--- src/rtl/ttt_pkg.sv ---
// ttt_pkg: shared state encoding, position layout and helpers for the tic-tac-toe input conditioner.
package ttt_pkg;
    typedef enum logic [1:0] {
        ST_IDLE    = 2'd0,
        ST_ARMED   = 2'd1,
        ST_DRIVE   = 2'd2,
        ST_RELEASE = 2'd3
    } state_t;

    localparam int NUM_POS  = 4;
    localparam int POS1_BIT = 3;
    localparam int POS2_BIT = 2;
    localparam int POS3_BIT = 1;
    localparam int POS4_BIT = 0;

    function automatic int imax(input int a, input int b);
        return (a > b) ? a : b;
    endfunction
endpackage

--- src/rtl/ttt_debounce.sv ---
// ttt_debounce: 2-flop synchroniser plus consecutive-stable-cycle debounce for one raw key.
module ttt_debounce #(
    parameter int DEBOUNCE_CYCLES = 16
) (
    input  logic clk,
    input  logic reset,
    input  logic key,
    output logic level
);
    localparam int CW = $clog2(DEBOUNCE_CYCLES + 1);
    logic s1, s2;
    logic [CW-1:0] cnt;
    always_ff @(posedge clk or negedge reset) begin
        if (!reset) begin
            s1    <= 1'b0;
            s2    <= 1'b0;
            cnt   <= '0;
            level <= 1'b0;
        end else begin
            s1 <= key;
            s2 <= s1;
            if (s2 == level)
                cnt <= '0;
            else if (cnt == CW'(DEBOUNCE_CYCLES - 1)) begin
                level <= s2;
                cnt   <= '0;
            end else
                cnt <= cnt + CW'(1);
        end
    end
endmodule

--- src/rtl/ttt_input_cond.sv ---
// ttt_input_cond: turns raw player/position keys into a held-then-released move for the game core.
module ttt_input_cond
    import ttt_pkg::*;
#(
    parameter int DEBOUNCE_CYCLES = 16,
    parameter int HOLD_CYCLES     = 8,
    parameter int ARM_TIMEOUT     = 1024
) (
    input  logic               clk,
    input  logic               reset,
    input  logic               key_play1,
    input  logic               key_play2,
    input  logic [NUM_POS-1:0] key_pos,
    output logic               play1,
    output logic               play2,
    output logic [NUM_POS-1:0] button,
    output logic               move_done,
    output logic               err_pulse,
    output logic [1:0]         state
);
    localparam int CW = $clog2(imax(HOLD_CYCLES, ARM_TIMEOUT) + 1);

    logic [NUM_POS+1:0] raw, db, db_d1, rise;
    logic               rp1, rp2, one_pos, multi_pos, reselect, player;
    logic [NUM_POS-1:0] rpos;
    logic [CW-1:0]      cnt;
    state_t             st;

    assign raw = {key_play1, key_play2, key_pos};

    for (genvar i = 0; i < NUM_POS + 2; i++) begin : g_key
        ttt_debounce #(.DEBOUNCE_CYCLES(DEBOUNCE_CYCLES)) u_db (
            .clk   (clk),
            .reset (reset),
            .key   (raw[i]),
            .level (db[i])
        );
    end

    // Only rising edges of the debounced levels start or steer a move.
    assign rise            = db & ~db_d1;
    assign {rp1, rp2, rpos} = rise;
    assign multi_pos       = |(rpos & (rpos - NUM_POS'(1)));
    assign one_pos         = |rpos & ~multi_pos;
    assign reselect        = player ? rp1 : rp2;
    assign state           = st;

    always_ff @(posedge clk or negedge reset) begin
        if (!reset) begin
            db_d1     <= '0;
            st        <= ST_IDLE;
            cnt       <= '0;
            player    <= 1'b0;
            play1     <= 1'b0;
            play2     <= 1'b0;
            button    <= '0;
            move_done <= 1'b0;
            err_pulse <= 1'b0;
        end else begin
            db_d1     <= db;
            move_done <= 1'b0;
            err_pulse <= 1'b0;
            case (st)
                ST_IDLE: begin
                    if (rp1 && rp2)
                        err_pulse <= 1'b1;
                    else if (rp1 || rp2) begin
                        player <= rp2;
                        st     <= ST_ARMED;
                        cnt    <= '0;
                    end
                end
                ST_ARMED: begin
                    if (one_pos) begin
                        st     <= ST_DRIVE;
                        cnt    <= '0;
                        play1  <= ~player;
                        play2  <= player;
                        button <= rpos;
                    end else if (reselect) begin
                        player <= ~player;
                        cnt    <= '0;
                    end else if (cnt == CW'(ARM_TIMEOUT - 1)) begin
                        err_pulse <= 1'b1;
                        st        <= ST_IDLE;
                        cnt       <= '0;
                    end else begin
                        err_pulse <= multi_pos;
                        cnt       <= cnt + CW'(1);
                    end
                end
                ST_DRIVE: begin
                    if (cnt == CW'(HOLD_CYCLES - 1)) begin
                        st     <= ST_RELEASE;
                        cnt    <= '0;
                        play1  <= 1'b0;
                        play2  <= 1'b0;
                        button <= '0;
                    end else begin
                        move_done <= (cnt == CW'(HOLD_CYCLES - 2));
                        cnt       <= cnt + CW'(1);
                    end
                end
                default: begin
                    if (cnt == CW'(HOLD_CYCLES - 1)) begin
                        st  <= ST_IDLE;
                        cnt <= '0;
                    end else
                        cnt <= cnt + CW'(1);
                end
            endcase
        end
    end
endmodule

--- config.mk ---
export PLATFORM = sky130hd
export DESIGN_NAME = ttt_input_cond
export DESIGN_NICKNAME = d
export VERILOG_FILES = /design/src/rtl/ttt_pkg.sv /design/src/rtl/ttt_debounce.sv /design/src/rtl/ttt_input_cond.sv
export SDC_FILE = /design/constraint.sdc
export NUM_CORES = 1
export LEC_CHECK = 0
export ABC_AREA = 1
export CAP_MARGIN = 5
export CORE_ASPECT_RATIO = 2
export CORE_MARGIN = 1
export CORE_UTILIZATION = 45
export DETAILED_ROUTE_END_ITERATION = 10
export MAX_ROUTING_LAYER = met4
export PLACE_DENSITY = 0.72
export SLEW_MARGIN = 20
export SYNTH_ARGS = -nofsm -noshare
export SYNTH_HDL_FRONTEND = slang
export SYNTH_SLANG_ARGS = --single-unit
--- constraint.sdc ---
create_clock -name clk -period 2.57 [get_ports clk]
set_clock_uncertainty 0.05 [all_clocks]
set_input_delay 0.514 -clock clk [delete_from_list [all_inputs] [get_ports clk]]
set_output_delay 0.514 -clock clk [all_outputs]
set_load 0.03 [all_outputs]
Word level (Yosys, flattened, before mapping)
Cells that the tools add are included.
- register bits: 76
- input bits: 8
- output and inout port bits: 10
- word-level logic and storage cells: 144
- add/sub/neg operators: 8
- eq/ne operators: 25
- multiplexer cells: 48
- bitwise gates (word level): 12
- reductions and logical operators: 18
- operators with widths (kind ; count):
    2-to-1 mux 11 bit ; 6
    2-to-1 mux 5 bit ; 12
    adder 5 x 1 -> 5 bit, second input constant ; 6
    equality test 5 x 4 -> 1 bit, second input constant ; 6
    equality test 11 x 3 -> 1 bit, second input constant ; 2
    case mux 11 bit (2 select lines) ; 1
    2-to-1 mux 1 bit ; 14
    2-to-1 mux 2 bit ; 7
    AND reduction 2 bit ; 7
    inequality test 2 bit, second input constant ; 6
    adder 11 x 1 -> 11 bit, second input constant ; 1
    equality test 11 x 10 -> 1 bit, second input constant ; 1
    2-to-1 mux 4 bit ; 2
    inverter 1 bit ; 8
    case mux 1 bit (2 select lines) ; 4
    case mux 4 bit (2 select lines) ; 1
    OR reduction 4 bit ; 2
    bitwise AND 6 bit ; 1
    equality test 1 bit ; 6
    inequality test 3 bit, second input constant ; 2
    inverter 6 bit ; 1
    case mux 2 bit (3 select lines) ; 1
    AND reduction 6 bit ; 1
    AND reduction 5 bit ; 1
    other kinds (11) ; 12

Depth between registers and ports, before layout
Gate-level depths: netlist (run 1).
- depth after elaboration: 9
- gate-level depth with buffers: 10
- mapped depth without buffers: 10

Cells and area by module
A second synthesis (run 1) with hierarchy kept.
- cell total of the unflattened synthesis: 447
- area total of the unflattened synthesis: 3601.0 sq um
- by module, submodules not included (module ; instances ; cells an instance ; area an instance (sq um) ; sequential area each (sq um)):
    ttt_debounce ; 6 ; 35 ; 322.8 ; 200.2
    ttt_input_cond ; 1 ; 237 ; 1664.1 ; 700.7

Least setup slack after synthesis (run 1)
Ideal clock, no wire load.
- path kind: reg2reg
- start point: reg st[1], in the netlist state[1]
- end point: reg cnt[4]
- library setup time: 0.120 ns
- data arrival time: 1.338 ns
- data required time: 2.400 ns
- slack: 1.062 ns
- stages on the path, launching flop included: 9
- buffers on the path: 1
- clock period less this slack: 1.508 ns
- cell sequence: dfrtp_1 -> buf_6 -> nor2_4 -> nand3_4 -> nand2_4 -> inv_2 -> nand2_2 -> xor2_1 -> nor2_1
- cells in the longest elaborated chain, start to end: 3
- elaborated cells between the ends (all ways): 6
- those cells by class: eq/ne (3); mux (1); reduce/logical (2)
- RTL lines (what ; line ; source):
    from (decl) ; ttt_input_cond.sv:27 ; state_t st;
    from (signal assigned) ; ttt_input_cond.sv:51 ; st <= ST_IDLE;
    from (signal assigned) ; ttt_input_cond.sv:69 ; st <= ST_ARMED;
    from (signal assigned) ; ttt_input_cond.sv:75 ; st <= ST_DRIVE;
    zero test 2 bit ; ttt_input_cond.sv:63 ; case (st)
    inequality test 2 bit (no line) ; n/a ;
    AND reduction 2 bit (no line) ; n/a ;
    to (signal assigned) ; ttt_input_cond.sv:89 ; cnt <= cnt + CW'(1);
    to (signal assigned) ; ttt_input_cond.sv:101 ; cnt <= cnt + CW'(1);
    to (signal assigned) ; ttt_input_cond.sv:109 ; cnt <= cnt + CW'(1);
    to (decl) ; ttt_input_cond.sv:26 ; logic [CW-1:0] cnt;
Parallel ways exist; a longest one is shown, timed or not.
A chain may end at the register's enable or synchronous reset.

Final worst setup path (run 1)
- start point: reg st[1], in the netlist state[1]
- end point: out state[1]
- RTL lines (what ; line ; source):
    to (decl) ; ttt_input_cond.sv:19 ; output logic [1:0] state
No word-level cell between the ends.

==> results of run 1 <==
## metrics by stage
step           power, mW  worst slack, ns
2_1_floorplan       1.80             1.06
3_3_place_gp        1.94            0.601
3_5_place_dp        1.96            0.584
4_1_cts             3.39            0.225
5_1_grt             3.54            0.186
6_report            3.36            0.235
## placed cells by master, fill, tap and decap left out, types with 8 or more instances in the layout
| master | netlist | final |
|---|---|---|
| o21ai_0 | 14 | 14 |
| ha_1 | 8 | 8 |
| clkdlybuf4s50_1 | 0 | 16 |
| xor2_1 | 9 | 9 |
| clkbuf_16 | 0 | 9 |
| dfrtp_1 | 76 | 76 |
| nand2_1 | 78 | 78 |
| nor2_2 | 10 | 10 |
| inv_1 | 36 | 36 |
| a21oi_1 | 8 | 8 |
| nor2_1 | 37 | 37 |
| nand3_1 | 26 | 26 |
## layout make-up
class	instances	area, sq um	area share [%]
Clock inverter	5	100	2.44
Inverter	45	171	4.18
Sequential cell	76	1900	46.4
Timing Repair Buffer	18	188	4.57
Clock buffer	10	239	5.82
Tap cell	94	118	2.87
Multi-Input combinational cell	244	1390	33.8
## worst paths after layout
check,start,to,slack (ns)
max reg2reg,cnt[1],cnt[0],0.94
min in group clk,g_key[1].u_db.s1,g_key[1].u_db.s2,0.30
max,state[1],state[1],0.23
min reg2reg,g_key[1].u_db.s1,g_key[1].u_db.s2,0.30
max in group asynchronous,reset,g_key[2].u_db.level,2.01
min,reset,err_pulse,0.12
## power breakdown
group,total [mW],internal [mW],switching (mW)
Clock,1.42,0.965,0.458
Sequential,1.36,1.27,0.0825
Combinational,0.586,0.206,0.380
## worst reg2reg max path, stage by stage (launching register included)
cell and delay (ns):
dfrtp_1 0.39, ha_1 0.24, inv_1 0.11, nor2_1 0.25, nand3_1 0.17, nand2_1 0.09
nor2_1 0.04, nand3_1 0.09, o211ai_1 0.09
## cells by family (layout without fill, tap and decap cells)
family / Yosys count / in the layout / synth area share (%)
muxes: 5 / 5 / 1.62
AOI/OAI and AO/OA: 25 / 25 / 4.11
adders and majority gates: 8 / 8 / 2.89
and+or+nand+nor: 191 / 191 / 27.5
buffers and inverters: 46 / 78 / 5.27
xor gates and xnor gates: 15 / 15 / 3.79
DFF: 76 / 76 / 54.8
## flip-flops by register name, indices dropped and copies added (netlist names)
name / flops
button: 4
play2: 1
state: 2
db_d1: 6
g_key.u_db.level: 6
g_key.u_db.cnt: 30
move_done: 1
g_key.u_db.s1: 6
cnt: 11
err_pulse: 1
g_key.u_db.s2: 6
player: 1
play1: 1
## layer usage
metal	vias up	global-route usage [%]	wire (um)
li1	1226	-	-
met1	1186	19.1	2350
met2	35	32.2	3540
met3	17	4.44	167
met4	0	12.5	219
met5	-	-	0
==> metrics, run 1 <==
worst-path fanout max 8; Post-Syn Area 3470 sq um; outcome finished clean; Top Family by Delay on Critical Path buffers and inverters; commonest cells in the netlist 78 x nand2_1, 76 x dfrtp_1, 37 x nor2_1; Post-CTS Resized 0; Final Hold Vio Count 0; Final GP Congestion 0.880; Worst EP arrival 1.77 ns; RSZ-0062 raised after global routing false; CTS tree done; row count 45; Inserted Clock Buffers 9; Worst Tran Pin Value 0.491 ns; Synth area leaders dfrtp_1 55%, nand2_1 8.4%, nor2_1 4.0%; Final ANT Viol Nets 0; wire per inst 12.8 um; GRT Util Overall 19.1%; peak supply drop 0.625 mV; ys async rst share 100%; top_reg_cell synth dfrtp_1; maximum clock insertion buffer count 2; EDFF count, synth 0; Seq cells post-synth 76; Hold-fix buffers, CTS 0; fillers 699; DR vias/cell 5.01; vias in the first global route 2550; final setup TNS 0 ns; leakage power total 1.99 nW; layout cells sized above 1 14.8%; WP buf/inv 1; initial antenna violation count 0; DR iter-0 viols 94; Max stage delay on crit path 0.79 ns; most common cell in the synthesized netlist nand2_1; initial core utilization 46.0%; First-pass DRT Iterations 4; H-Tree Depth 3; clock sink total 76; max cap viols 0; Remaining DRCs 0; Post-DP Area 3760 sq um; final worst path period share 90.9%; Synth top area share 54.8%; fmax 428 MHz; ant diodes 0; PortBufs 17; I/O pins 18; Final Max Slew Viols 0; cell count along the critical path 1; clock latency on the worst-skew pair 0.33 ns; Required @ worst endpoint 2.01 ns; fin nets 410; Startpoint Class register; synthesis-to-finish area growth 18.2%; vias 2464; CP Capture Type output pin; final setup fails 0; global-route wire length before repair 11200 um; max_slew headroom 67.3%; Synth area leader dfrtp_1; Routed WL 6280 um; core box area 7540 sq um; Synthesis Warnings 0; dpl cells 477; syn_nets 382; Layout Cells excl Fill 492; slowest cell on the critical path clkdlybuf4s50_1; synthesized area per cell 9.48 sq um; Cell variety after synth 31; hold slack 0.123 ns; setup bufs post-CTS 0; sequential share of the synthesized area 54.8%; Finished Cell Area 4100 sq um; Remaining Overflow, GRT 0; Post-DP HPWL 4510 um; DIE HEIGHT 126 um; Die X-Extent 64.1 um; Synth Instances 366; Final Util 54.4%; WS Path Type reg -> out; Hold WC Path Type in -> async; clock-pin slew of the registers on the worst-case setup and hold paths 0.06 ns; pin count of the biggest net entering global routing 77; total die area 8090 sq um; FF-to-FF path depth 8; post-route minimum period 2.34 ns; Pwr Density 820 nW/um^2; clock root cell clkbuf_16; critical-path cell list clkdlybuf4s50_1
Note: power is estimated with default switching activity, not from simulation.
==> inputs of run 2 (changes only) <==
==> constraint.sdc (replaced) <==
create_clock -name clk -period 2.57 [get_ports clk]
set_clock_uncertainty 0.05 [all_clocks]
set_input_delay 0.257 -clock clk [delete_from_list [all_inputs] [get_ports clk]]
set_output_delay 0.257 -clock clk [all_outputs]
set_load 0.03 [all_outputs]
==> metrics, run 2 (synthesis results as in run 1) <==
outcome finished, violations left; failing checks hold timing; First-pass DRT Iterations 4; DIE HEIGHT 126 um; CP Capture Type output pin; max cap viols 0; Post-CTS Resized 0; worst-path fanout max 8; Hold-fix buffers, CTS 0; Final Power 3.14 mW; Largest Register g_key.u_db.cnt; DR iter-0 viols 88; critical-path cell list clkdlybuf4s50_1; total die area 8090 sq um; commonest non-fill, non-tap cell in the layout nand2_1; max_slew headroom 36.1%; final setup TNS 0 ns; Startpoint Class register; maximum clock insertion buffer count 2; hold slack -0.00979 ns; fmax 478 MHz; CTS tree done; vias in the first global route 2535; ant diodes 0; Remaining Overflow, GRT 0; leakage power total 1.94 nW; RSZ-0062 raised after global routing false; GRT Util Overall 18.7%; slowest cell on the critical path clkdlybuf4s50_1; wire per inst 12.8 um; setup bufs post-CTS 0; Die X-Extent 64.1 um; Required @ worst endpoint 2.26 ns; Place WS 0.832 ns; Top Family by Delay on Critical Path buffers and inverters; initial core utilization 46.0%; Worst Tran Pin Value 0.958 ns; DR vias/cell 5.05; top flop regs g_key.u_db.cnt: 30 flops, cnt: 11 flops; core box area 7540 sq um; Routed WL 6300 um; synthesis-to-finish area growth 16.2%; Pwr Density 779 nW/um^2; clock root cell clkbuf_16; final worst path period share 81.4%; WP buf/inv 1; clock-pin slew of the registers on the worst-case setup and hold paths 0.06 ns; layout cells sized above 1 14.1%; Remaining DRCs 0; Final GP Congestion 0.885; H-Tree Depth 3; Hold WC Path Type in -> async; clock sink total 76; pin count of the biggest net entering global routing 77; vias 2486; I/O pins 18; Final Util 53.4%; Worst EP arrival 1.78 ns; Max stage delay on crit path 0.77 ns; peak supply drop 0.564 mV; PortBufs 17; Final ANT Viol Nets 0; final setup fails 0; commonest non-fill, non-tap cells in the layout 78 x nand2_1, 76 x dfrtp_1, 37 x nor2_1; fin nets 409; row count 45; WS Path Type reg -> out; Final Hold Vio Count 5; global-route wire length before repair 11100 um; post-route minimum period 2.09 ns; initial antenna violation count 0; Inserted Clock Buffers 9; Post-DP HPWL 4650 um; Largest register FFs 30; Worst Setup Slack, final 0.478 ns; Final Max Slew Viols 0; clock latency on the worst-skew pair 0.33 ns
## run 2: final timing paths
kind,end,depth (start not counted),start,slack [ns]
max,state[1],1,state[1],0.48
min,g_key[4].u_db.cnt[3],1,reset,-0.01
max reg2reg,button[2],7,state[1],0.91
min reg2reg,g_key[4].u_db.s2,0,g_key[4].u_db.s1,0.30
max in group asynchronous,state[1],1,reset,1.82
min in group clk,g_key[4].u_db.s2,0,g_key[4].u_db.s1,0.30
## run 2: final cells by class
cell class	instances	area (sq um)
clock buffer	12	236
clock inverter	4	50.0
fill	679	3510
inverter	45	171
multi-input combinational	244	1390
sequential	76	1900
tap	94	118
timing repair buffer	17	168
## run 2: power by group
group          switching, mW  internal [mW]
sequential            0.0841           1.27
combinational          0.375          0.202
clock                  0.457          0.750
total                  0.917           2.22
## run 2: through the flow
stage,instance area (sq um),cells
finish,4030,492
global route,4030,492
CTS,4030,492
detailed placement,3740,476
global placement,3740,476
floorplan,3470,366
## run 2: metal layers
layer  share of wire [%]  vias to the layer above  GRT usage (%)  wire length, um
met5                   0                        -              -                0
met4                 4.0                        0           11.6              251
met3                 2.8                       19           4.89              177
met2                  56                       45           32.2             3510
met1                  37                     1203           18.2             2360
li1                    -                     1219              -                -
==> inputs of run 3 (changes only) <==
PLACE_DENSITY = 0.74   (was 0.72)
clock period = 1.8 ns   (was 2.57 ns; I/O delays follow)
==> metrics, run 3 (synthesis results as in run 1) <==
DR iter-0 viols 122; leakage power total 2.01 nW; Largest Register g_key.u_db.cnt; PortBufs 17; post-route minimum period 1.72 ns; Top Family by Delay on Critical Path buffers and inverters; Final Max Slew Viols 0; WP buf/inv 1; row count 45; First-pass DRT Iterations 4; outcome finished clean; Required @ worst endpoint 1.57 ns; fin nets 415; Largest register FFs 30; Inserted Clock Buffers 9; Die X-Extent 64.1 um; max_slew headroom 67.5%; Final Util 54.8%; Pwr Density 1140 nW/um^2; peak supply drop 0.839 mV; H-Tree Depth 3; global-route wire length before repair 11300 um; top flop regs g_key.u_db.cnt: 30 flops, cnt: 11 flops; maximum clock insertion buffer count 2; initial antenna violation count 0; Routed WL 6390 um; vias 2470; Remaining DRCs 0; ant diodes 0; final worst path period share 95.7%; slowest cell on the critical path clkdlybuf4s50_1; Final Power 4.71 mW; clock latency on the worst-skew pair 0.33 ns; clock root cell clkbuf_16; Remaining Overflow, GRT 0; Max stage delay on crit path 0.71 ns; CTS tree done; core box area 7540 sq um; wire per inst 12.8 um; critical-path cell list clkdlybuf4s50_1; Final ANT Viol Nets 0; GRT Util Overall 19.0%; Final GP Congestion 0.915; clock-pin slew of the registers on the worst-case setup and hold paths 0.06 ns; Startpoint Class register; pin count of the biggest net entering global routing 39; initial core utilization 46.0%; Post-DP HPWL 4750 um; synthesis-to-finish area growth 19.1%; clock sink total 76; max cap viols 0; Hold WC Path Type in -> reg; fillers 664; total die area 8090 sq um; final setup TNS 0 ns; I/O pins 18; WS Path Type reg -> out; Final Hold Vio Count 0; final setup fails 0; Worst EP arrival 1.49 ns; DIE HEIGHT 126 um; fmax 580 MHz; commonest non-fill, non-tap cells in the layout 78 x nand2_1, 76 x dfrtp_1, 37 x nor2_1; RSZ-0062 raised after global routing false; layout cells sized above 1 15.6%; Worst Tran Pin Value 0.487 ns; commonest non-fill, non-tap cell in the layout nand2_1; worst-path fanout max 4; DR vias/cell 4.97; vias in the first global route 2490; CP Capture Type output pin
[run 3: cell count changes in the layout (fill, tap and decap cells not counted)]
cell             delta
clkdlybuf4s50_1     -1
bufinv_16           +1
clkbuf_1            -3
buf_12              +1
dlygate4sd3_1       +1
clkbuf_8            +2
clkinvlp_4          -1
dlymetal6s2s_1      +1
buf_4               +4
[run 3: cell type report]
cell class | instances | area, sq um | area share, %
Tap cell | 94 | 118 | 2.85
Timing Repair Buffer | 23 | 230 | 5.57
Clock inverter | 4 | 72.6 | 1.76
Multi-Input combinational cell | 244 | 1390 | 33.5
Clock buffer | 11 | 253 | 6.12
Sequential cell | 76 | 1900 | 46.0
Inverter | 45 | 171 | 4.15
[run 3: timing repair]
item / CTS / global route
setup endpoints to repair: 0 / 1
buffers inserted: 0 / 0
gates resized for setup: 0 / 1
hold buffers: 1 / 0
hold endpoints to repair: 35 / 0
[run 3: where the power goes]
part           leakage [nW]  internal, mW  switching (mW)
sequential             1.01          1.82           0.106
combinational         0.845         0.299           0.560
clock                 0.158          1.28           0.653
[run 3: metal layers]
| layer | routed length (um) | global-route usage [%] | up-vias |
|---|---|---|---|
| li1 | - | - | 1231 |
| met1 | 2460 | 20.2 | 1183 |
| met2 | 3530 | 32.1 | 41 |
| met3 | 189 | 4.17 | 15 |
| met4 | 208 | 10.6 | 0 |
| met5 | 0 | - | - |
[run 3: final timing paths]
kind	from	end	slack (ns)	depth (start not counted)
worst max-delay path	state[1]	state[1]	0.08	1
worst min-delay path	key_pos[1]	g_key[1].u_db.s1	0.23	1
worst max register to register	cnt[1]	cnt[0]	0.20	8
worst min register to register	g_key[2].u_db.s1	g_key[2].u_db.s2	0.30	0
max in group asynchronous	reset	button[2]	0.85	3
min in group asynchronous	reset	g_key[1].u_db.cnt[1]	0.30	2
[run 3: per-stage QoR]
stage	setup slack [ns]	cells	instance area, sq um	hold WS [ns]
5_1_grt	0.0239	497	4130	0.225
4_1_cts	0.0305	497	4130	0.228
2_1_floorplan	0.292	366	3470	-0.166
3_5_place_dp	0.214	481	3790	0.125
3_3_place_gp	0.303	481	3790	0.126
6_report	0.0772	497	4130	0.232
